--- src/rtl/pipe_fifo.sv ---
// pipe_fifo: DEPTH-entry circular-buffer FIFO with valid/allow handshakes.
// Optional zero-latency pass-through when empty is enabled by defining
// PIPE_FIFO_BYPASS_EN. The default build (macro undefined) gives a minimum
// in-to-out latency of one cycle, and valid_out never depends on valid_in.
// DEPTH must be a power of two and at least 2 so the pointers wrap naturally.
module pipe_fifo #(
  parameter int WIDTH = 32,
  parameter int DEPTH = 4
) (
  input  logic                     clk,
  input  logic                     reset,
  input  logic                     flush,
  input  logic                     valid_in,
  output logic                     allow_in,
  input  logic [WIDTH-1:0]         in,
  output logic                     valid_out,
  input  logic                     allow_out,
  output logic [WIDTH-1:0]         out,
  output logic [$clog2(DEPTH):0]   count
);

  localparam int AW = $clog2(DEPTH);
  localparam logic [AW:0] FULL_COUNT = (AW+1)'(DEPTH);

  // Storage is deliberately left unreset; only pointers and count are cleared.
  logic [WIDTH-1:0] mem [DEPTH];

  logic [AW-1:0] wr_ptr_reg, wr_ptr_next;
  logic [AW-1:0] rd_ptr_reg, rd_ptr_next;
  logic [AW:0]   count_reg,  count_next;

  logic stored_valid;  // at least one word sits in the buffer
  logic push_store;    // word written into the buffer this cycle
  logic pop_store;     // buffered word consumed this cycle

  assign stored_valid = (count_reg != '0);
  assign count        = count_reg;

  // Acceptance depends only on occupancy and flush, never on allow_out/valid_in.
  assign allow_in = (count_reg != FULL_COUNT) && !flush;

`ifdef PIPE_FIFO_BYPASS_EN
  logic bypass_xfer;  // word goes straight from in to out, never stored

  // When empty, present the incoming word directly; otherwise the buffer head.
  always_comb begin
    valid_out   = 1'b0;
    out         = mem[rd_ptr_reg];
    bypass_xfer = 1'b0;
    if (stored_valid) begin
      valid_out = !flush;
    end else begin
      valid_out   = valid_in && !flush;
      out         = in;
      bypass_xfer = valid_in && !flush && allow_out;
    end
    push_store = valid_in && allow_in && !bypass_xfer;
    pop_store  = stored_valid && valid_out && allow_out;
  end
`else
  // Output is always the buffer head; flush masks valid_out in its own cycle.
  always_comb begin
    valid_out  = stored_valid && !flush;
    out        = mem[rd_ptr_reg];
    push_store = valid_in && allow_in;
    pop_store  = valid_out && allow_out;
  end
`endif

  // Next-state for pointers and occupancy; flush discards any push or pop.
  always_comb begin
    wr_ptr_next = wr_ptr_reg;
    rd_ptr_next = rd_ptr_reg;
    count_next  = count_reg;
    if (flush) begin
      wr_ptr_next = '0;
      rd_ptr_next = '0;
      count_next  = '0;
    end else begin
      if (push_store) wr_ptr_next = wr_ptr_reg + AW'(1);
      if (pop_store)  rd_ptr_next = rd_ptr_reg + AW'(1);
      case ({push_store, pop_store})
        2'b10:   count_next = count_reg + (AW+1)'(1);
        2'b01:   count_next = count_reg - (AW+1)'(1);
        default: count_next = count_reg;
      endcase
    end
  end

  // State register; reset overrides flush, push and pop.
  always_ff @(posedge clk) begin
    if (reset) begin
      wr_ptr_reg <= '0;
      rd_ptr_reg <= '0;
      count_reg  <= '0;
    end else begin
      wr_ptr_reg <= wr_ptr_next;
      rd_ptr_reg <= rd_ptr_next;
      count_reg  <= count_next;
    end
  end

  // Buffer write at the write pointer; a push is ignored under reset.
  always_ff @(posedge clk) begin
    if (push_store && !reset) begin
      mem[wr_ptr_reg] <= in;
    end
  end

endmodule

--- config.mk ---
export PLATFORM = sky130hd
export DESIGN_NAME = pipe_fifo
export DESIGN_NICKNAME = d
export VERILOG_FILES = /design/src/rtl/pipe_fifo.sv
export SDC_FILE = /design/constraint.sdc
export NUM_CORES = 1
export LEC_CHECK = 0
export CAP_MARGIN = 20
export CORE_MARGIN = 2
export CORE_UTILIZATION = 58
export DETAILED_ROUTE_END_ITERATION = 8
export GPL_TIMING_DRIVEN = 0
export PLACE_DENSITY_LB_ADDON = 0.15
export SYNTH_ARGS = -nofsm -noshare
export SYNTH_HDL_FRONTEND = slang
export SYNTH_SLANG_ARGS = --single-unit
--- constraint.sdc ---
create_clock -name clk -period 7.1 [get_ports clk]
set_clock_uncertainty 0.15 [all_clocks]
set_input_delay 1.42 -clock clk [delete_from_list [all_inputs] [get_ports clk]]
set_output_delay 1.42 -clock clk [all_outputs]
set_load 0.05 [all_outputs]
Yosys cells after proc, flatten, opt, wreduce, memory -nomap -nowiden

Memory sizes are Yosys's and may differ from the RTL's. A register that Yosys moved wholly into a read port is not among the register bits.
Index checks and enable logic that the tools add are counted.

Add/subtract/negate cells: 4
Eq/ne operators: 3
Multiplexer cells: 5
Reductions and logical operators: 10

Operator list:

| kind                                                | number |
|---|---|
| case mux 3 bit (2 select lines)                     | 1 |
| logical AND 1 bit                                   | 5 |
| adder 2 x 1 -> 2 bit, second input constant         | 2 |
| 2-to-1 mux 2 bit                                    | 2 |
| adder 3 x 1 -> 3 bit, second input constant         | 1 |
| inequality test 3 bit, second input constant        | 1 |
| nonzero test 3 bit                                  | 1 |
| subtractor 3 x 1 -> 3 bit, second input constant    | 1 |
| equality test 2 x 1 -> 1 bit, second input constant | 1 |
| equality test 2 bit, second input constant          | 1 |
| logical NOT 1 bit                                   | 2 |
| 2-to-1 mux 1 bit                                    | 2 |
| nonzero test 2 bit                                  | 1 |
| OR reduction 2 bit                                  | 1 |

Flip-flop bits (word level): 7
Bits in writable memories: 128
Input port bits: 37
Output and inout port bits: 37
Logic and storage cells: 26
Memories: 1

Memories:

| memory | depth | bits a word | read ports | clocked after memory_dff | write ports | line | text |
|---|---|---|---|---|---|---|---|
| mem    | 4     | 32          | 1          | 1                        | 1           | 26   | `logic [WIDTH-1:0] mem [DEPTH];` |

Longest topological paths before layout

Word-level depth: 6
Mapped depth: 8
Gate-level depth less buffers: 8

Worst setup path before layout

Ideal clock, no wire load.

Kind: input to register
Start: input port flush
End: memory mem[0][0], enable pin
Setup time: 0.468 ns
Arrival time: 4.035 ns
Required time: 6.482 ns
Path slack: 2.447 ns
Stages on the path: 2
Buffers on the path: 0
Cell sequence: nand3b_4 nor3b_1

Longest elaborated chain between the ends: 6

Ends and longest elaborated chain:

| what                                   | line | text |
|---|---|---|
| start, declared                        | 12   | `input logic flush,` |
| logical NOT 1 bit                      | 40   | `assign allow_in = (count_reg != FULL_COUNT) && !flush;` |
| logical AND 1 bit                      | 40   |  |
| logical AND 1 bit                      | 65   | `push_store = valid_in && allow_in;` |
| logical AND 1 bit                      | 105  | `if (push_store && !reset) begin` |
| 2-to-1 mux 1 bit                       | 105  |  |
| 2-to-1 mux 1 bit (implied by the code) | 106  | `mem[wr_ptr_reg] <= in;` |
| end, declared                          | 26   |  |

No other way between the ends.

Worst setup path in the final report

Start: input port flush
End: output port valid_out

Longest elaborated chain between the ends: 2

Ends and longest elaborated chain:

| what              | line | text |
|---|---|---|
| logical NOT 1 bit | 63   | `valid_out = stored_valid && !flush;` |
| logical AND 1 bit | 63   |  |
| end, declared     | 16   | `output logic valid_out,` |

No other way between the ends.

==> flow_summary.toml <==
[status]
status = "finished, final reports clean"

[timing]
rsz0062_at_grt = "no"
hold_violations = 0
drv_slew = 0
finalSetupTns_ns = 0
worstMarginPinSlew_ns = 0.810
period_needed_ns = 4.47
setup_viol = 0
max_freq_mhz = 224
relSlewSlack_pct = 45.8
finalCritPeriodShare_pct = 63.0

[clock_network]
h-tree-depth = 4
clk_latency_ns = 0.50
clk_pin_slew_ns = 0.06
cts_buffers = 17
cts_buffer_depth = 2
cts_tree = "done"
cts-root-buf = "clkbuf_8"
post_cts_buffers = 0
post_cts_resized = 0
clock_sinks = 137
cts_hold_buf = 0

[final_layout]
final_nets = 369
drive_gt1_share_pct = 25.4
largest_reg_flops = 128
area_growth_pct = 31.2
final_common_cell = "edfxtp_1"
final_cell_mix = "128 x edfxtp_1, 73 x clkdlybuf4s50_1, 30 x mux4_2, 16 x clkbuf_16, 12 x buf_6"
diodes = 0

[yosys]
syn_inst = 222
synth_cell_types = 25
syn-num-nets = 265
seq_area_frac_synth_pct = 77.8
ys.warnings.count = 0
avgSynthCellArea_um2 = 23.3
synth_area_um2 = 5170
synth-seq-cells = 137

[floorplan]
placement_rows = 34
die_y_um = 98.5
core-area_um2 = 8680
io_pins = 74
die-width_um = 98.5
start_util_pct = 59.6
die_area_um2 = 9690

[detailed_routing]
firstDrtPassIters = 5
drtIter0Drc = 107
drtAntennaViolNets = 0
routed_wl_um = 9200
via_per_inst = 5.59
wl_per_cell_um = 20.6
drc_errors = 0
vias = 2499

[power_and_ir_drop]
cellPowerDensity_nw_per_um2 = 272
vdd_drop_max_mv = 0.204
leakagePower_nw = 2.19
power_mw = 1.84

[critical_path]
crit_arrival_ns = 2.90
critical_path_class = "input port to output pin"
reg2reg_slack_ns = 4.62
cp.required_ns = 5.53
cp-end-kind = "output pin"
crit_fanout = 8
start_kind = "input port"

[job]
cap_violations = 0

[global_routing]
grt_pass1_vias = 2734
grt_usage_pct = 20.5
grt_pass1_wl_um = 14800
antenna_found_initial = 0
grt_start_max_net_pins = 17
grt-ovfl-total = 0

[worst_hold_path]
hold_path.class = "flop to flop"

[placed_design]
numPortBuffers = 73
dp.final_hpwl_um = 5900
routabilityCongestion = 0.681
==> report_power, final <==
| part | leakage, nW | switching [mW] | total, mW | internal, mW |
|---|---|---|---|---|
| logic | 0.689 | 0.0482 | 0.0875 | 0.0394 |
| registers | 1.23 | 0.00223 | 0.892 | 0.890 |
| clock network | 0.275 | 0.326 | 0.865 | 0.538 |
==> critical path: stages <==
cell and delay (ns):
clkdlybuf4s50_1 0.53, nor2_1 0.15, clkdlybuf4s50_1 0.81
==> stage by stage <==
stage	hold slack (ns)	std cells	worst slack, ns	utilization, %	cell area (um^2)
6_report	0.337	447	2.63	78.2	6790
5_1_grt	0.365	447	2.52	78.2	6790
4_1_cts	0.337	447	2.61	78.2	6790
3_5_place_dp	0.324	415	2.62	71.4	6200
3_3_place_gp	0.322	403	-0.0483	69.6	6040
2_1_floorplan	0.304	222	2.45	-	5170
==> routing by layer <==
| layer | routed length [um] | GRT usage (%) | vias up |
|---|---|---|---|
| li1 | - | - | 1132 |
| met1 | 3840 | 27.2 | 1274 |
| met2 | 4840 | 34.1 | 81 |
| met3 | 414 | 5.32 | 12 |
| met4 | 99 | 6.22 | 0 |
| met5 | 0 | 0 | - |
==> cells by family (layout without fill, tap and decap cells) <==
| kind of cell | after synthesis | after routing | share of synthesized area [%] |
|---|---|---|---|
| mux | 36 | 36 | 14.8 |
| fa+ha+maj | 6 | 6 | 1.60 |
| buf+inv | 12 | 129 | 2.03 |
| compound gates | 5 | 5 | 0.483 |
| xor+xnor | 2 | 2 | 0.339 |
| simple gates | 24 | 24 | 2.95 |
| flops | 137 | 137 | 77.8 |
==> final timing paths <==
| kind | cells past startpoint | endpoint | startpoint |
|---|---|---|---|
| min | 2 | flop | rd_ptr_reg[1] |
| max reg2reg | 8 | count[2] | count[2] |
| min reg2reg | 2 | flop | rd_ptr_reg[1] |
| max | 3 | valid_out | flush |
==> area by class of cell <==
cell class | count | area [um^2]
Sequential cell | 137 | 4020
Clock inverter | 13 | 169
Multi-Input combinational cell | 73 | 1070
Clock buffer | 19 | 422
Inverter | 5 | 18.8
Timing Repair Buffer | 85 | 870
Buffer | 7 | 86.3
Fill cell | 503 | 1890
Tap cell | 108 | 135
==> cell usage after synthesis <==
master	count	share of area, %
edfxtp_1	128	74
mux4_2	30	13
dfxtp_1	9	3.5
ha_1	5	1.2
inv_1	5	0.36
nand2_1	5	0.36
nor2_1	5	0.36
mux2i_1	4	0.77
nor3b_1	4	0.58
a21oi_1	3	0.29
buf_12	3	1.2
buf_2	3	0.29
or3_1	3	0.36
mux4_1	2	1.0
o21ai_0	2	0.19
xor2_1	2	0.34
buf_6	1	0.22
fa_1	1	0.39
nand3b_1	1	0.15
nand3b_4	1	0.39
nor2b_1	1	0.12
nor3_1	1	0.097
nor3b_2	1	0.24
or2_2	1	0.12
or3b_1	1	0.17
(Power assumes the default switching activity.)
